<file path="config.mk">
export PLATFORM = sky130hd
export DESIGN_NAME = ccu_snoop_arbiter
export DESIGN_NICKNAME = d
export VERILOG_FILES = /design/src/rtl/ccu_snoop_arbiter_pkg.sv /design/src/rtl/ccu_snoop_arbiter_idx_fifo.sv /design/src/rtl/ccu_snoop_arbiter.sv
export SDC_FILE = /design/constraint.sdc
export NUM_CORES = 1
export LEC_CHECK = 0
export CORE_AREA = 2 2 146 148
export CTS_CLUSTER_SIZE = 25
export DETAILED_ROUTE_END_ITERATION = 7
export DIE_AREA = 0 0 148 150
export DONT_BUFFER_PORTS = 1
export GPL_TIMING_DRIVEN = 0
export PLACE_DENSITY = 0.33
export SYNTH_ARGS = -nofsm -noshare
export SYNTH_HDL_FRONTEND = slang
export SYNTH_SLANG_ARGS = --single-unit
</file>
<file path="constraint.sdc">
create_clock -name clk_i -period 3.3 [get_ports clk_i]
set_clock_uncertainty 0.1 [all_clocks]
set_input_delay 0.825 -clock clk_i [delete_from_list [all_inputs] [get_ports clk_i]]
set_output_delay 0.825 -clock clk_i [all_outputs]
set_load 0.03 [all_outputs]
</file>
<file path="src/rtl/ccu_snoop_arbiter_pkg.sv">
// Shared constants and helpers for the CCU snoop-port arbiter.
package ccu_snoop_arbiter_pkg;

  // CRRESP bit positions
  localparam int unsigned CrDataTransfer = 0;
  localparam int unsigned CrError        = 1;
  localparam int unsigned CrPassDirty    = 2;
  localparam int unsigned CrIsShared     = 3;
  localparam int unsigned CrWasUnique    = 4;

  // Width of a requester index; at least one bit so a single requester still has a legal vector.
  function automatic int unsigned idx_width(input int unsigned n);
    return (n > 1) ? $clog2(n) : 1;
  endfunction

endpackage

</file>
<file path="src/rtl/ccu_snoop_arbiter_idx_fifo.sv">
// Counter-based FIFO of requester indices. Used to remember which requester owns each in-flight
// CR and CD. Push and pop may happen in the same cycle, including when the FIFO is full.
// A pushed entry becomes visible at the head only from the next cycle.
module ccu_idx_fifo #(
  parameter int unsigned Width = 1,
  parameter int unsigned Depth = 4,
  localparam int unsigned PtrW = (Depth > 1) ? $clog2(Depth) : 1,
  localparam int unsigned CntW = $clog2(Depth + 1)
) (
  input  logic             clk_i,
  input  logic             rst_i,
  input  logic             push_i,
  input  logic [Width-1:0] data_i,
  input  logic             pop_i,
  output logic [Width-1:0] data_o,
  output logic             full_o,
  output logic             empty_o,
  output logic [CntW-1:0]  usage_o
);

  logic [Width-1:0] mem_q [Depth];
  logic [Width-1:0] mem_d [Depth];
  logic [PtrW-1:0]  wr_ptr_q, wr_ptr_d, rd_ptr_q, rd_ptr_d;
  logic [CntW-1:0]  cnt_q, cnt_d;
  logic             do_push, do_pop;

  assign full_o  = (cnt_q == CntW'(Depth));
  assign empty_o = (cnt_q == '0);
  assign usage_o = cnt_q;
  assign data_o  = mem_q[rd_ptr_q];

  // A pop frees a slot in the same cycle, so a push into a full FIFO is legal alongside a pop.
  assign do_pop  = pop_i & ~empty_o;
  assign do_push = push_i & (~full_o | pop_i);

  // Next-state for storage, pointers and occupancy.
  always_comb begin
    mem_d    = mem_q;
    wr_ptr_d = wr_ptr_q;
    rd_ptr_d = rd_ptr_q;
    if (do_push) begin
      mem_d[wr_ptr_q] = data_i;
      wr_ptr_d = (wr_ptr_q == PtrW'(Depth - 1)) ? '0 : wr_ptr_q + PtrW'(1);
    end
    if (do_pop) begin
      rd_ptr_d = (rd_ptr_q == PtrW'(Depth - 1)) ? '0 : rd_ptr_q + PtrW'(1);
    end
    cnt_d = cnt_q + CntW'(do_push) - CntW'(do_pop);
  end

  // Pointer and count registers; reset empties the FIFO.
  always_ff @(posedge clk_i or posedge rst_i) begin
    if (rst_i) begin
      wr_ptr_q <= '0;
      rd_ptr_q <= '0;
      cnt_q    <= '0;
    end else begin
      wr_ptr_q <= wr_ptr_d;
      rd_ptr_q <= rd_ptr_d;
      cnt_q    <= cnt_d;
    end
  end

  // Entry storage; contents are don't-care while empty, so no reset.
  always_ff @(posedge clk_i) begin
    mem_q <= mem_d;
  end

endmodule

</file>
<file path="src/rtl/ccu_snoop_arbiter.sv">
// Shares one snoop-crossbar port among NumReq CCU snoop controllers. AC is arbitrated
// round-robin; CR and CD are steered back to the issuer using in-order index FIFOs.
module ccu_snoop_arbiter
  import ccu_snoop_arbiter_pkg::*;
#(
  parameter int unsigned NumReq         = 2,
  parameter int unsigned MaxOutstanding = 4,
  parameter int unsigned AddrWidth      = 64,
  parameter int unsigned DataWidth      = 64
) (
  input  logic                                 clk_i,
  input  logic                                 rst_i,
  input  logic [NumReq-1:0]                    req_ac_valid_i,
  output logic [NumReq-1:0]                    req_ac_ready_o,
  input  logic [NumReq*AddrWidth-1:0]          req_ac_addr_i,
  input  logic [NumReq*4-1:0]                  req_ac_snoop_i,
  input  logic [NumReq*3-1:0]                  req_ac_prot_i,
  output logic [NumReq-1:0]                    req_cr_valid_o,
  input  logic [NumReq-1:0]                    req_cr_ready_i,
  output logic [4:0]                           req_cr_resp_o,
  output logic [NumReq-1:0]                    req_cd_valid_o,
  input  logic [NumReq-1:0]                    req_cd_ready_i,
  output logic [DataWidth-1:0]                 req_cd_data_o,
  output logic                                 req_cd_last_o,
  output logic                                 snp_ac_valid_o,
  input  logic                                 snp_ac_ready_i,
  output logic [AddrWidth-1:0]                 snp_ac_addr_o,
  output logic [3:0]                           snp_ac_snoop_o,
  output logic [2:0]                           snp_ac_prot_o,
  input  logic                                 snp_cr_valid_i,
  output logic                                 snp_cr_ready_o,
  input  logic [4:0]                           snp_cr_resp_i,
  input  logic                                 snp_cd_valid_i,
  output logic                                 snp_cd_ready_o,
  input  logic [DataWidth-1:0]                 snp_cd_data_i,
  input  logic                                 snp_cd_last_i,
  output logic [$clog2(MaxOutstanding+1)-1:0]  outstanding_o
);

  localparam int unsigned IdxW = idx_width(NumReq);
  localparam int unsigned CntW = $clog2(MaxOutstanding + 1);

  logic [IdxW-1:0] rr_ptr_q, rr_ptr_d, lock_idx_q, lock_idx_d;
  logic            lock_q, lock_d;
  logic [IdxW-1:0] arb_idx, cand, grant, cr_head, cd_head;
  logic            arb_found, any_valid, ac_hs;
  logic            cr_full, cr_empty, cd_full, cd_empty;
  logic            cr_hs, cd_push, cd_pop, sel_cr_ready, sel_cd_ready;
  logic [CntW-1:0] cr_usage, cd_usage_unused;

  // Round-robin pick: first valid requester at or after the pointer, wrapping.
  always_comb begin
    arb_found = 1'b0;
    arb_idx   = rr_ptr_q;
    cand      = '0;
    for (int unsigned i = 0; i < NumReq; i++) begin
      cand = IdxW'((rr_ptr_q + i) % NumReq);
      if (!arb_found && req_ac_valid_i[cand]) begin
        arb_found = 1'b1;
        arb_idx   = cand;
      end
    end
  end

  // A stalled AC keeps its registered grant so downstream sees stable fields.
  assign grant     = lock_q ? lock_idx_q : arb_idx;
  assign any_valid = |req_ac_valid_i;
  // Gated by reset so every valid output drops immediately, even with requesters still asserting.
  assign snp_ac_valid_o = ~rst_i & any_valid & ~cr_full;
  assign ac_hs          = snp_ac_valid_o & snp_ac_ready_i;

  // Zero-latency AC mux and ready return to the granted requester.
  always_comb begin
    snp_ac_addr_o  = '0;
    snp_ac_snoop_o = '0;
    snp_ac_prot_o  = '0;
    req_ac_ready_o = '0;
    for (int unsigned i = 0; i < NumReq; i++) begin
      if (grant == IdxW'(i)) begin
        snp_ac_addr_o     = req_ac_addr_i[i*AddrWidth +: AddrWidth];
        snp_ac_snoop_o    = req_ac_snoop_i[i*4 +: 4];
        snp_ac_prot_o     = req_ac_prot_i[i*3 +: 3];
        req_ac_ready_o[i] = snp_ac_valid_o & snp_ac_ready_i;
      end
    end
  end

  // Pointer advance on handshake; grant lock while AC is stalled.
  always_comb begin
    rr_ptr_d   = rr_ptr_q;
    lock_d     = lock_q;
    lock_idx_d = lock_idx_q;
    if (ac_hs) begin
      lock_d   = 1'b0;
      rr_ptr_d = (grant == IdxW'(NumReq - 1)) ? '0 : grant + IdxW'(1);
    end else if (snp_ac_valid_o) begin
      lock_d     = 1'b1;
      lock_idx_d = grant;
    end
  end

  // Arbitration state registers.
  always_ff @(posedge clk_i or posedge rst_i) begin
    if (rst_i) begin
      rr_ptr_q   <= '0;
      lock_q     <= 1'b0;
      lock_idx_q <= '0;
    end else begin
      rr_ptr_q   <= rr_ptr_d;
      lock_q     <= lock_d;
      lock_idx_q <= lock_idx_d;
    end
  end

  ccu_idx_fifo #(.Width(IdxW), .Depth(MaxOutstanding)) u_cr_fifo (
    .clk_i   (clk_i),
    .rst_i   (rst_i),
    .push_i  (ac_hs),
    .data_i  (grant),
    .pop_i   (cr_hs),
    .data_o  (cr_head),
    .full_o  (cr_full),
    .empty_o (cr_empty),
    .usage_o (cr_usage)
  );

  ccu_idx_fifo #(.Width(IdxW), .Depth(MaxOutstanding)) u_cd_fifo (
    .clk_i   (clk_i),
    .rst_i   (rst_i),
    .push_i  (cd_push),
    .data_i  (cr_head),
    .pop_i   (cd_pop),
    .data_o  (cd_head),
    .full_o  (cd_full),
    .empty_o (cd_empty),
    .usage_o (cd_usage_unused)
  );

  // CR steering to the oldest outstanding issuer.
  always_comb begin
    req_cr_valid_o = '0;
    sel_cr_ready   = 1'b0;
    for (int unsigned i = 0; i < NumReq; i++) begin
      if (cr_head == IdxW'(i)) begin
        req_cr_valid_o[i] = snp_cr_valid_i & ~cr_empty;
        sel_cr_ready      = req_cr_ready_i[i];
      end
    end
  end

  // A CR carrying DataTransfer needs a CD slot, so CR stalls while the CD FIFO is full.
  assign snp_cr_ready_o = ~cr_empty & sel_cr_ready & ~cd_full;
  assign cr_hs          = snp_cr_valid_i & snp_cr_ready_o;
  assign cd_push        = cr_hs & snp_cr_resp_i[CrDataTransfer];
  assign req_cr_resp_o  = snp_cr_resp_i;

  // CD steering to the owner of the oldest pending data burst.
  always_comb begin
    req_cd_valid_o = '0;
    sel_cd_ready   = 1'b0;
    for (int unsigned i = 0; i < NumReq; i++) begin
      if (cd_head == IdxW'(i)) begin
        req_cd_valid_o[i] = snp_cd_valid_i & ~cd_empty;
        sel_cd_ready      = req_cd_ready_i[i];
      end
    end
  end

  assign snp_cd_ready_o = ~cd_empty & sel_cd_ready;
  assign cd_pop         = snp_cd_valid_i & snp_cd_ready_o & snp_cd_last_i;
  assign req_cd_data_o  = snp_cd_data_i;
  assign req_cd_last_o  = snp_cd_last_i;
  assign outstanding_o  = cr_usage;

endmodule

</file>
==> flow_metrics.py, run 1 <==
metrics = {
    "synth": {
        "syn_area_um2": 2810,
        "synth.top_cell.area_share_pct": 20.1,
        "synth.net_count": 503,
        "synth_area_per_cell_um2": 10.6,
        "synth_warnings": 0,
        "synth_largest_area_cell": "buf_4",
        "synthCells": 264,
        "synth.distinct_cells": 32,
        "synth_seq_cells": 25,
        "ys_seq_area_share_pct": 23.7,
        "ys_top_cells_by_area": "buf_4, mux2_1, dfrtp_1",
    },
    "grt": {
        "grt_max_degree": 18,
        "grt_pass1_wl_um": 13300,
        "gr-total-overflow": 0,
        "track_usage_pct": 8.39,
        "grt_pass1_vias": 1826,
        "antenna_found_initial": 7,
    },
    "hold_path": {
        "hp-class": "reg -> reg",
        "min_path_cells": 1,
        "holdPathEnd": "rr_ptr_q",
        "hp-start": "rr_ptr_q",
    },
    "clock_network": {
        "numCtsBuffers": 3,
        "tritoncts": "built",
        "clkLatencyLatePin_ns": 0.25,
        "postCtsHoldBufs": 0,
        "clk_path_buf_depth": 2,
        "clk_pin_slew_worst_paths_ns": 0.06,
        "clk_root_buffer_cell": "clkbuf_16",
        "htreeDepth": 1,
        "cts.sinks": 25,
        "cts_setup_buffers": 0,
    },
    "cells_and_area": {
        "multi_input_area_um2": 1570,
        "final_cell_mix": "buf_4, mux2_2, inv_1, dfrtp_1, ha_1",
        "seq_area_um2": 666,
        "num-nets-final": 509,
        "area_delta_synth_final_pct": 19.0,
        "layout_commonest_cell": "buf_4",
        "instances_no_fill": 549,
        "drive_above_1_share_pct": 63.9,
        "fillers": 2361,
    },
    "sta": {
        "setup_viol": 0,
        "whs_ns": 0.426,
        "final-max-slew-violation-count": 0,
        "hold_violations": 0,
        "tightest_slew_ns": 0.730,
        "timing.final.crit_share_pct": 97.5,
        "relSlewSlack_pct": 51.3,
        "period_needed_ns": 3.22,
        "max_freq_ghz": 0.311,
        "rsz0062_at_grt": "yes",
    },
    "critical_path": {
        "required_ns": 2.37,
        "cp_slowest_stage_delay_ns": 0.45,
        "path_cells": "inv_1 > maj3_1 > mux2i_4 > buf_6 > buf_4 > mux2_2",
        "crit_path_end_kind": "output pin",
        "cp.arrival_ns": 2.29,
        "cp_num_buf_inv": 3,
        "worstReg2RegStart": "u_cd_fifo.rd_ptr_q[0]",
        "startpoint_type": "primary input",
        "crit_slowest_cell": "mux2_2",
        "critPathTopFamily": "multiplexers",
        "path_max_fanout": 10,
        "r2r_cells": 9,
        "rr_endpoint": "u_cd_fifo.usage_o[2]",
        "r2r_slack_ns": 0.56,
        "worstSetupPathType": "in -> out",
    },
    "placement": {
        "gp_congestion": 0.875,
        "dpl.hpwl_um": 9690,
        "port_buffers": 0,
        "dp.cells": 539,
    },
    "routing": {
        "first_pass_iters": 4,
        "dr_total_vias": 2001,
        "post-route-drc-count": 0,
        "wl_um": 10800,
        "vias_per_cell": 3.64,
        "routedWlPerCell_um": 19.7,
        "ant_nets": 0,
        "drt_iter0_drc": 57,
    },
    "floorplan": {
        "die_w_um": 148,
        "num_rows": 53,
        "core_um2": 20700,
        "ios": 376,
        "die_y_um": 150,
        "initial_core_util_pct": 13.6,
        "die_area_um2": 22200,
    },
    "power": {
        "vdd_drop_max_mv": 0.311,
        "seqPwrFrac_pct": 19.9,
        "intPower_uw": 1420,
        "power.switching_uw": 1700,
        "power_density_nw_per_um2": 934,
        "p_sw_share_pct": 54.4,
        "p_clk_share_pct": 8.5,
        "combPwrFrac_pct": 71.6,
        "power.leakage_uw": 0.00141,
        "totalPowerFinal_uw": 3120,
    },
    "status": {
        "outcome": "complete, no violations",
    },
    "job": {
        "maxCapViolCount": 0,
    },
}
[flip-flops by register name, summed over array words and instances (netlist names), 2 cells and up]
| name | count |
|---|---|
| u_cd_fifo.mem_q | 4 |
| u_cd_fifo.rd_ptr_q | 2 |
| u_cd_fifo.usage_o | 3 |
| u_cd_fifo.wr_ptr_q | 2 |
| u_cr_fifo.mem_q | 4 |
| u_cr_fifo.rd_ptr_q | 2 |
| u_cr_fifo.usage_o | 3 |
| u_cr_fifo.wr_ptr_q | 2 |
[power groups by stage]
stage | Sequential [uW] | Combinational, uW | Clock [uW]
floorplan | 587 | 1840 | 0
global placement | 614 | 2070 | 0
detailed placement | 618 | 2080 | 0
CTS | 625 | 2180 | 282
global route | 644 | 2370 | 292
finish | 620 | 2230 | 266
[repair_timing]
action                     CTS  global route
setup endpoints to repair   73            42
gates resized for setup     33            33
pin swaps                    1             1
gates cloned                 1             0
[through the flow]
step	TNS, ns	instance area [um2]	utilization, %	setup slack (ns)
global route	-0.0621	3330	16.1	-0.0222
detailed placement	-15.08	3150	15.2	-0.394
floorplan	0	2810	-	0.0959
global placement	-14.35	3150	15.2	-0.380
finish	0	3340	16.1	0.0838
CTS	0	3280	15.9	0.00169
[cell type report]
cell class | instances | share of cell area, %
diodes | 5 | 0.375
plain buffers | 78 | 17.8
clock buffers | 4 | 2.36
inverters | 19 | 2.14
multi-input cells | 143 | 47.1
flip-flops and latches | 25 | 19.9
well taps | 275 | 10.3
[Yosys cell counts]
| library cell | number |
|---|---|
| edfxtp_1 | 8 |
| mux2_2 | 28 |
| mux2i_1 | 2 |
| nor2_1 | 14 |
| buf_2 | 3 |
| and3_2 | 1 |
| mux2_4 | 2 |
| xnor2_1 | 3 |
| mux4_2 | 2 |
| nand2b_1 | 1 |
| and2_1 | 4 |
| mux2_1 | 50 |
| nor3b_2 | 1 |
| or3_1 | 1 |
| nand2_1 | 3 |
| a31oi_1 | 1 |
| inv_2 | 2 |
| nor3_1 | 1 |
| nor3b_4 | 1 |
| a311oi_2 | 1 |
| xor2_1 | 1 |
| o31ai_4 | 1 |
| buf_4 | 75 |
| dfrtp_1 | 17 |
| nor3_4 | 1 |
| inv_1 | 17 |
| ha_1 | 14 |
| mux2i_4 | 1 |
| a21oi_1 | 1 |
| fa_1 | 2 |
| and3_1 | 4 |
| maj3_1 | 1 |
[logic make-up (layout without fill, tap and decap cells)]
group / Yosys count / in the layout / share of synthesized area (%)
buf+inv: 97 / 101 / 23.1
mux: 85 / 85 / 35.5
simple gates: 32 / 32 / 6.65
flops: 25 / 25 / 23.7
fa+ha+maj: 17 / 17 / 8.03
compound gates: 4 / 5 / 1.69
xor+xnor: 4 / 4 / 1.25
other cells: 0 / 5 / 0
[how the worst max path moves through the flow]
stage,start,endpoint,depth (start not counted),slack (ns)
final,req_ac_valid_i[0],snp_ac_addr_o[60],6,0.08
after global routing,u_cr_fifo.usage_o[1],req_ac_ready_o[0],4,-0.02
after CTS,req_ac_valid_i[0],snp_ac_addr_o[42],6,0.002
after detailed placement,req_ac_valid_i[0],req_ac_ready_o[0],7,-0.39
after global placement,req_ac_valid_i[0],req_ac_ready_o[0],7,-0.38
after floorplan,req_ac_valid_i[0],req_ac_ready_o[0],4,0.1
[per-layer routing]
layer | global-route usage [%] | routed length [um] | vias up
met5 | 0 | 24 | -
met1 | 11.3 | 4620 | 966
met3 | 5.73 | 1650 | 6
met4 | 0.429 | 29 | 4
li1 | - | - | 843
met2 | 11.5 | 4480 | 182
Power figures use the tool's default switching activity.
==> run 2: changes to the inputs <==
--- a/config.mk
+++ b/config.mk
@@ -5,6 +5,7 @@
 export SDC_FILE = /design/constraint.sdc
 export NUM_CORES = 1
 export LEC_CHECK = 0
+export ABC_AREA = 0
 export CORE_AREA = 2 2 146 148
 export CTS_CLUSTER_SIZE = 25
 export DETAILED_ROUTE_END_ITERATION = 7
==> results of run 2 <==
Final layout, timing and power as in run 1 (identical DEF).
